## config.mk

```make
export PLATFORM = sky130hd
export DESIGN_NAME = ram_arbiter
export DESIGN_NICKNAME = d
export VERILOG_FILES = /design/src/rtl/ram_arbiter.sv
export SDC_FILE = /design/constraint.sdc
export NUM_CORES = 1
export LEC_CHECK = 0
export ABC_AREA = 0
export BUFFER_PORTS_ARGS = -buffer_cell sky130_fd_sc_hd__buf_2
export CORE_MARGIN = 2
export CORE_UTILIZATION = 48
export CTS_BUF_LIST = sky130_fd_sc_hd__clkbuf_4
export DETAILED_ROUTE_END_ITERATION = 12
export GPL_ROUTABILITY_DRIVEN = 0
export PLACE_DENSITY = 0.88
export SLEW_MARGIN = 25
export SYNTH_ARGS = -nofsm -noshare
export SYNTH_HDL_FRONTEND = slang
export SYNTH_SLANG_ARGS = --single-unit
```

## constraint.sdc

```tcl
create_clock -name CLK -period 2 [get_ports CLK]
set_input_delay 0.4 -clock CLK [delete_from_list [all_inputs] [get_ports CLK]]
set_output_delay 0.4 -clock CLK [all_outputs]
set_load 0.1 [all_outputs]
```

## src/rtl/ram_arbiter.sv

```systemverilog
// Two-requester round-robin arbiter in front of a single-port synchronous RAM.
// A request is accepted only in IDLE. Writes take one RAM cycle. Reads take an
// issue cycle and a capture cycle, and the read result is returned with a
// one-cycle RVALID pulse. Every output comes straight from a flop.
module ram_arbiter #(
    parameter int ADDR_WIDTH = 8,
    parameter int DATA_WIDTH = 10
) (
    input  logic                  CLK,
    input  logic                  RST,
    input  logic                  REQ0,
    input  logic                  WE0,
    input  logic [ADDR_WIDTH-1:0] ADDR0,
    input  logic [DATA_WIDTH-1:0] WDATA0,
    output logic                  GNT0,
    output logic                  RVALID0,
    output logic [DATA_WIDTH-1:0] RDATA0,
    input  logic                  REQ1,
    input  logic                  WE1,
    input  logic [ADDR_WIDTH-1:0] ADDR1,
    input  logic [DATA_WIDTH-1:0] WDATA1,
    output logic                  GNT1,
    output logic                  RVALID1,
    output logic [DATA_WIDTH-1:0] RDATA1,
    output logic                  RAM_EN,
    output logic                  RAM_WE,
    output logic [ADDR_WIDTH-1:0] RAM_ADDR,
    output logic [DATA_WIDTH-1:0] RAM_DIN,
    input  logic [DATA_WIDTH-1:0] RAM_DOUT,
    output logic                  BUSY
);

    typedef enum logic [1:0] {IDLE, WR, RD_ISSUE, RD_CAPTURE} state_t;

    state_t                state_q, state_d;
    logic                  last_q, last_d;
    logic                  win_q, win_d;
    logic                  we_q, we_d;
    logic [ADDR_WIDTH-1:0] addr_q, addr_d;
    logic [DATA_WIDTH-1:0] wdata_q, wdata_d;
    logic                  accept;

    logic                  gnt0_q, gnt0_d, gnt1_q, gnt1_d;
    logic                  rvalid0_q, rvalid0_d, rvalid1_q, rvalid1_d;
    logic [DATA_WIDTH-1:0] rdata0_q, rdata0_d, rdata1_q, rdata1_d;
    logic                  ram_en_q, ram_en_d, ram_we_q, ram_we_d;
    logic [ADDR_WIDTH-1:0] ram_addr_q, ram_addr_d;
    logic [DATA_WIDTH-1:0] ram_din_q, ram_din_d;
    logic                  busy_q, busy_d;

    // State and latched-request registers; last-grant resets to 1 so requester 0 wins first
    always_ff @(posedge CLK or posedge RST) begin
        if (RST) begin
            state_q <= IDLE;
            last_q  <= 1'b1;
            win_q   <= 1'b0;
            we_q    <= 1'b0;
            addr_q  <= '0;
            wdata_q <= '0;
        end else begin
            state_q <= state_d;
            last_q  <= last_d;
            win_q   <= win_d;
            we_q    <= we_d;
            addr_q  <= addr_d;
            wdata_q <= wdata_d;
        end
    end

    // Next-state logic: arbitrate in IDLE and latch the winner's request
    always_comb begin
        state_d = state_q;
        last_d  = last_q;
        win_d   = win_q;
        we_d    = we_q;
        addr_d  = addr_q;
        wdata_d = wdata_q;
        accept  = 1'b0;
        unique case (state_q)
            IDLE: begin
                if (REQ0 || REQ1) begin
                    accept  = 1'b1;
                    win_d   = (REQ0 && REQ1) ? ~last_q : REQ1;
                    last_d  = win_d;
                    we_d    = win_d ? WE1 : WE0;
                    addr_d  = win_d ? ADDR1 : ADDR0;
                    wdata_d = win_d ? WDATA1 : WDATA0;
                    state_d = we_d ? WR : RD_ISSUE;
                end
            end
            WR:         state_d = IDLE;
            RD_ISSUE:   state_d = RD_CAPTURE;
            RD_CAPTURE: state_d = IDLE;
            default:    state_d = IDLE;
        endcase
    end

    // Output logic: outputs are decoded from the next state so the flops present them in that state
    always_comb begin
        gnt0_d     = accept && !win_d;
        gnt1_d     = accept && win_d;
        rvalid0_d  = (state_q == RD_CAPTURE) && !win_q;
        rvalid1_d  = (state_q == RD_CAPTURE) && win_q;
        rdata0_d   = rvalid0_d ? RAM_DOUT : rdata0_q;
        rdata1_d   = rvalid1_d ? RAM_DOUT : rdata1_q;
        ram_en_d   = (state_d != IDLE);
        ram_we_d   = (state_d == WR);
        ram_addr_d = (state_d != IDLE) ? addr_d : '0;
        ram_din_d  = (state_d == WR) ? wdata_d : '0;
        busy_d     = (state_d != IDLE);
    end

    // Output registers; reset clears them asynchronously, aborting any RAM access
    always_ff @(posedge CLK or posedge RST) begin
        if (RST) begin
            gnt0_q     <= 1'b0;
            gnt1_q     <= 1'b0;
            rvalid0_q  <= 1'b0;
            rvalid1_q  <= 1'b0;
            rdata0_q   <= '0;
            rdata1_q   <= '0;
            ram_en_q   <= 1'b0;
            ram_we_q   <= 1'b0;
            ram_addr_q <= '0;
            ram_din_q  <= '0;
            busy_q     <= 1'b0;
        end else begin
            gnt0_q     <= gnt0_d;
            gnt1_q     <= gnt1_d;
            rvalid0_q  <= rvalid0_d;
            rvalid1_q  <= rvalid1_d;
            rdata0_q   <= rdata0_d;
            rdata1_q   <= rdata1_d;
            ram_en_q   <= ram_en_d;
            ram_we_q   <= ram_we_d;
            ram_addr_q <= ram_addr_d;
            ram_din_q  <= ram_din_d;
            busy_q     <= busy_d;
        end
    end

    assign GNT0     = gnt0_q;
    assign GNT1     = gnt1_q;
    assign RVALID0  = rvalid0_q;
    assign RVALID1  = rvalid1_q;
    assign RDATA0   = rdata0_q;
    assign RDATA1   = rdata1_q;
    assign RAM_EN   = ram_en_q;
    assign RAM_WE   = ram_we_q;
    assign RAM_ADDR = ram_addr_q;
    assign RAM_DIN  = ram_din_q;
    assign BUSY     = busy_q;

endmodule

```

**After elaboration in Yosys (flattened, before gate mapping)**

Cells that the tools add are included.

- Add/sub/neg operators: 0
- Multiply operators: 0
- Divide/modulo/power cells: 0
- Order comparisons: 0
- Equal/unequal tests: 4
- Shift operators: 0
- Muxes and demuxes: 17
- Bitwise operators: 1
- Reduce and logical (&&, ||, !) cells: 12

Operators with widths:

| cell | number |
|---|---|
| 2-to-1 mux 10 bit | 4 |
| 2-to-1 mux 8 bit | 4 |
| 2-to-1 mux 1 bit | 6 |
| case mux 2 bit (3 select lines) | 1 |
| logical AND 1 bit | 5 |
| == test 2 x 1 -> 1 bit, second input constant | 2 |
| == test 2 bit, second input constant | 2 |
| 2-to-1 mux 2 bit | 2 |
| logical NOT 1 bit | 2 |
| logical NOT 2 bit | 1 |
| AND reduction 2 bit | 1 |
| nonzero test 2 bit | 1 |
| OR reduction 2 bit | 1 |
| logical OR 1 bit | 1 |
| NOT 1 bit | 1 |

- Register bits: 66
- Bits in latches: 0
- Memory bits (writable): 0
- Bits in read-only memories: 0
- Input port bits: 52
- Output and inout bits: 45
- Logic and storage cells: 49
- Memories: 0

**Depth between registers and ports, before layout**

Gate-level depths: netlist of run 1.

- Word-level depth: 8
- Depth in mapped cells: 5
- Depth with buffers taken out: 3

**Least setup slack after synthesis of run 1**

OpenSTA, ideal clock, no wires.

- Path kind: reg-to-output
- From: reg, netlist name BUSY
- To: out RAM_EN
- Data arrival time: 1,324 ps
- Data required time: 1,600 ps
- Path slack: 276 ps
- Cell stages (with the launch flop): 2
- Cell sequence: dfrtp_1 -> buf_4

RTL lines:

| what | line | text |
|---|---|---|
| end, declared | 25 | `output logic RAM_EN,` |

**Worst setup path in the final report of run 1**

- From: reg state_q[1]
- To: reg win_q

- Cells in the longest elaborated chain, start to end: 2

RTL lines:

| what | line | text |
|---|---|---|
| start, declared | 35 | `state_t state_q, state_d;` |
| start signal, assigned | 61 | `state_q <= state_d;` |
| logical NOT 2 bit | 79 | `unique case (state_q)` |
| 2-to-1 mux 1 bit | 79 |  |
| net win_d | 37 | `logic win_q, win_d;` |
| end signal, assigned | 63 | `win_q <= win_d;` |
| end, declared | 37 |  |

The timed path passes the listed nets, and every way through them passes these cells.
A chain may end at the register's enable or synchronous reset.

==> results.py, run 1 <==
metrics = {
    "min_path": {
        "min_path_type": "input pin to register",
    },
    "drt": {
        "vias": 1652,
        "wirelength_um": 4600,
        "drc": 0,
        "viasPerCell": 5.23,
        "dr.pass1.iters": 4,
        "ant_nets": 0,
        "routed_wire_length_per_instance_um": 14.6,
        "drt_iter0_drc": 89,
    },
    "grt": {
        "grt_pass1_vias": 1580,
        "grtUsageMet2_pct": 29.9,
        "grt_max_degree": 27,
        "grtUsageMet1_pct": 22.8,
        "grt_first_pass_wirelength_um": 7180,
        "grt-busiest-layer": "met2",
        "grt_overflow": 0,
        "antenna_found_initial": 0,
        "globalRouteMet3Util_pct": 5.49,
        "grt_usage_pct": 18.4,
    },
    "yosys": {
        "syn_inst": 170,
        "syn-num-nets": 222,
        "ys.flop_type": "dfrtp_1",
        "syn_area_per_cell_um2": 13.0,
        "synth_top_area_share_pct": 62.3,
        "yosys-top-cells-count": "dfrtp_1, nand2_1, mux2_2, a22o_1, buf_2",
        "synth.distinct_cells": 28,
        "async_flop_share_pct": 100,
        "ys_warn_count": 0,
        "synth-edff-count": 0,
        "synthMostInstantiatedCell": "dfrtp_1",
        "ys_seq_elements": 56,
        "seq_area_frac_synth_pct": 63.4,
        "synth_largest_area_cell": "dfrtp_1",
        "syn-cell-area_um2": 2210,
        "synthTopCellsByArea": "dfrtp_1, mux2_2, a22o_1",
    },
    "layout": {
        "areaGrowthSynthToFinish_pct": 26.0,
        "multi_input_area_um2": 697,
        "final-seq-area_um2": 1400,
        "drive_gt1_share_pct": 51.1,
        "fillCellCount": 342,
        "design_area_um2": 2790,
        "nNetsFinal": 315,
        "post-route-util_pct": 63.6,
        "antennaDiodeCount": 0,
    },
    "die": {
        "dieArea_um2": 5160,
        "die_x_um": 71.9,
        "core_area_um2": 4380,
        "die_h_um": 71.9,
        "io_pins": 97,
        "initial_core_util_pct": 50.4,
        "rows": 24,
    },
    "clock_tree": {
        "cts_buffer_depth": 2,
        "clock_latency_ns": 0.37,
        "path_clk_slew_ns": 0.14,
        "cts_buffers": 5,
        "cts_root_buf": "clkbuf_4",
        "cts_htree_levels": 2,
        "cts_sinks": 56,
        "cts_tree": "built",
    },
    "critical_path": {
        "crit_required_ns": 2.27,
        "start_kind": "register",
        "path_buf_inv": 0,
        "crit_fanout": 18,
        "worstSetupPathType": "register to register",
        "cp_top_family": "simple AND/OR/NAND/NOR gates",
        "crit_path_top_delay_cell": "and2_1",
        "cpPeakStageDelay_ns": 0.56,
        "crit_chain": "nor2_2, and2_1, mux2_1",
        "crit_arrival_ns": 1.92,
        "end_kind": "register",
    },
    "flow_run": {
        "maxCapViolCount": 0,
    },
    "place": {
        "post_dp_cell_area_um2": 2700,
        "io_buffers": 96,
        "dp_hpwl_um": 3430,
    },
    "timing": {
        "grt_setup_unrepaired": "false",
        "hold_viol_final": 0,
        "fmax_mhz": 608,
        "maxSlewHeadroom_pct": 56.5,
        "timing.final.crit_period_ns": 1.65,
        "whs_ns": 0.248,
        "finalMaxSlewViolations": 0,
        "finalSetupViolCount": 0,
        "worst_pin_slew_ns": 0.653,
        "fin_tns_setup_ns": 0,
        "fin_skew_ns": 0.0108,
        "min_period_over_period_pct": 82.3,
    },
    "status": {
        "outcome": "finished clean",
    },
}
## registers in the layout, summed over array words and instances, names as in the netlist
name,flops
addr_q,8
last_q,1
GNT0,1
RAM_WE,1
RDATA1,10
win_q,1
RVALID1,1
RVALID0,1
RDATA0,10
state_q,2
RAM_ADDR,8
RAM_DIN,10
BUSY,1
GNT1,1
## worst paths after layout
path,startpoint,end,slack [ns],depth (start not counted)
setup / recovery,state_q[1],win_q,0.35,3
hold / removal,WDATA1[4],RAM_DIN[4],0.25,2
setup reg to reg,state_q[1],win_q,0.35,3
hold reg to reg,RDATA0[2],RDATA0[2],0.52,1
max in group asynchronous,RST,RDATA1[8],0.77,4
min in group asynchronous,RST,RAM_ADDR[4],0.55,3
## per-stage QoR
step / setup slack [ns] / instances
finish: 0.355 / 316
detailed placement: 0.305 / 307
global placement: 0.347 / 307
floorplan: 0.230 / 170
global route: 0.251 / 316
CTS: 0.354 / 316
## placed cells by master (no fill, tap or decap), drive strengths merged
| cell | count |
|---|---|
| buf | 101 |
| and2 | 1 |
| bufinv | 1 |
| o21ai | 1 |
| or2 | 1 |
| dlygate4sd3 | 1 |
| a21bo | 1 |
| a21boi | 1 |
| inv | 5 |
| dfrtp | 55 |
| nor2b | 1 |
| clkinv | 2 |
| nand3 | 1 |
| a311oi | 8 |
| nand3b | 1 |
| and4b | 1 |
| dfstp | 1 |
| clkbuf | 5 |
| a32o | 1 |
| and3 | 1 |
| nand2 | 21 |
| nor2 | 3 |
| a22o | 11 |
| a21oi | 9 |
| mux2 | 21 |
| a31oi | 9 |
## per-layer routing
layer  wire (µm)  up-vias  part of all wire, %
met1        1920      776                   42
met3         367        9                  8.0
li1            -      787                    -
met4          83        0                  1.8
met5           0        -                    0
met2        2230       80                   48
## layout make-up
type                       count  area share (%)
timing repair buffer         102            18.9
inverter                       5           0.674
multi-input combinational     93            25.0
sequential                    56            50.3
clock inverter                 3            1.35
tap                           52            2.33
clock buffer                   5            1.35
## cells by family after synthesis
logic type,after synthesis,synth area share (%)
simple gates,31,6.34
buf+inv,21,5.04
compound gates,41,14.5
mux,21,10.7
flops,56,63.4
## worst register-to-register path, cell delays in order, from the launching register on
cell	delay [ns]
dfrtp_1	0.47
nor2_2	0.15
and2_1	0.56
mux2_1	0.38
## timing repair
item | 4_1_cts | 5_1_grt
hold endpoints to repair | 15 | 0
setup buffers | 0 | 0
resized for setup | 0 | 0
hold buffers | 1 | 0
endpoints found under the setup margin | 0 | 0
Power of run 1 is left out: the tool's default activity adds up to more than one toggle a clock period on the data nets, which glitch-free logic cannot reach.
==> run 2, diff against run 1 <==
CORE_UTILIZATION = 44   (was 48)
PLACE_DENSITY = 0.85   (was 0.88)
clock period = 1.4 ns   (was 2 ns; I/O delays follow)
==> run 2 against run 1 <==
  * The flow now finishes with violations (setup timing)
  * Design area increased by 9.3%
  * Global-route usage decreased by 1.6 points
  * Flip-flop and latch count unchanged
  * Wire length increased by 3.8%
  * Cell count increased by 7.3%
  * Clock-buffer cell count unchanged
  * Utilization increased by 0.10 points
  * Critical path depth decreased by 2
  * Critical endpoint is now BUSY
  * Highest routed layer unchanged
==> results.py, run 2 (synthesis results as in run 1) <==
metrics = {
    "layout": {
        "nNetsFinal": 323,
        "drive_gt1_share_pct": 55.1,
        "areaGrowthSynthToFinish_pct": 37.8,
        "antennaDiodeCount": 0,
        "post-route-util_pct": 63.7,
        "final_cell_mix": "dfrtp_1, buf_2, buf_4",
    },
    "drt": {
        "viasPerCell": 4.91,
        "vias": 1666,
        "routed_wire_length_per_instance_um": 14.1,
        "dr.pass1.iters": 4,
        "drc": 0,
        "wirelength_um": 4770,
        "drt_iter0_drc": 56,
        "ant_nets": 0,
    },
    "timing": {
        "setup_ws_ns": -0.0189,
        "fin_skew_ns": 0.0175,
        "timing.final.crit_period_ns": 1.42,
        "finalSetupViolCount": 2,
        "worst_pin_slew_ns": 0.484,
        "fmax_mhz": 705,
        "grt_setup_unrepaired": "true",
        "finalMaxSlewViolations": 0,
        "min_period_over_period_pct": 101,
        "hold_viol_final": 0,
        "maxSlewHeadroom_pct": 68.0,
    },
    "die": {
        "io_pins": 97,
        "die_x_um": 74.9,
        "die_h_um": 74.9,
        "rows": 25,
        "core_area_um2": 4790,
        "initial_core_util_pct": 46.2,
        "dieArea_um2": 5610,
    },
    "min_path": {
        "hold_path_depth": 2,
        "min_path_type": "input pin to register",
    },
    "clock_tree": {
        "cts_buffers": 5,
        "cts_root_buf": "clkbuf_4",
        "cts_sinks": 56,
        "path_clk_slew_ns": 0.16,
        "clock_latency_ns": 0.37,
        "cts_htree_levels": 2,
        "cts_tree": "built",
        "cts_buffer_depth": 2,
    },
    "critical_path": {
        "crit_required_ns": 1.12,
        "crit_fanout": 2,
        "crit_chain": "buf_2",
        "crit_arrival_ns": 1.14,
        "crit_path_top_delay_cell": "buf_2",
        "rr_worst_depth": 4,
        "cpPeakStageDelay_ns": 0.41,
        "worstSetupPathType": "register to primary output",
        "start_kind": "register",
        "cp_top_family": "buffers and inverters",
        "end_kind": "primary output",
        "path_buf_inv": 1,
        "cp.depth": 1,
    },
    "grt": {
        "antenna_found_initial": 0,
        "grt_first_pass_wirelength_um": 7090,
        "grt_overflow": 0,
        "grtUsageMet2_pct": 30.3,
        "globalRouteMet3Util_pct": 5.09,
        "grt-busiest-layer": "met2",
        "grt_pass1_vias": 1593,
        "grt_usage_pct": 16.8,
        "grtUsageMet1_pct": 19.3,
        "grt_max_degree": 45,
    },
    "flow_run": {
        "maxCapViolCount": 0,
    },
    "place": {
        "io_buffers": 96,
        "dp_hpwl_um": 3570,
    },
    "status": {
        "outcome": "complete, but fails checks",
        "violations": "setup timing",
    },
}
[run 2: worst paths after layout]
| path | start | end | slack, ns |
|---|---|---|---|
| worst max-delay path | BUSY | BUSY | -0.02 |
| min in group asynchronous | RST | RAM_DIN[7] | 0.40 |
| worst min register to register | RDATA1[7] | RDATA1[7] | 0.52 |
| worst min-delay path | WDATA1[1] | RAM_DIN[1] | 0.12 |
| max in group asynchronous | RST | BUSY | 0.48 |
| worst max register to register | state_q[1] | RDATA1[6] | 0.07 |
[run 2: timing repair]
| item | in CTS | in global routing |
|---|---|---|
| setup buffers | 0 | 2 |
| endpoints found under the hold margin | 11 | 0 |
| endpoints found under the setup margin | 54 | 29 |
| hold buffers | 1 | 0 |
| resized for setup | 44 | 5 |
[run 2: final cells by class]
| class | count | area, µm² |
|---|---|---|
| Clock buffer | 5 | 37.5 |
| Clock inverter | 3 | 47.5 |
| Fill cell | 374 | 1740 |
| Inverter | 5 | 22.5 |
| Multi-Input combinational cell | 93 | 717 |
| Sequential cell | 56 | 1410 |
| Tap cell | 67 | 83.8 |
| Timing Repair Buffer | 110 | 733 |
[run 2: metrics by stage]
stage          instance area (µm²)  setup WS, ns  TNS [ns]  cells  hold slack [ns]
2_1_floorplan                 2220        0.0832         0    170            0.360
3_3_place_gp                  2810        0.0851         0    328            0.253
3_5_place_dp                  2810      -0.00135  -0.00135    328            0.261
4_1_cts                       3010       -0.0492   -0.0970    337           0.0967
5_1_grt                       3050       -0.0898    -0.180    339           0.0903
6_report                      3050       -0.0189   -0.0361    339            0.119
[run 2: routing by layer]
| layer | wire [µm] | up-vias |
|---|---|---|
| li1 | - | 808 |
| met1 | 1910 | 800 |
| met4 | 46 | 0 |
| met3 | 273 | 4 |
| met2 | 2550 | 54 |
| met5 | 0 | - |
Power of run 2 is left out for the same reason.
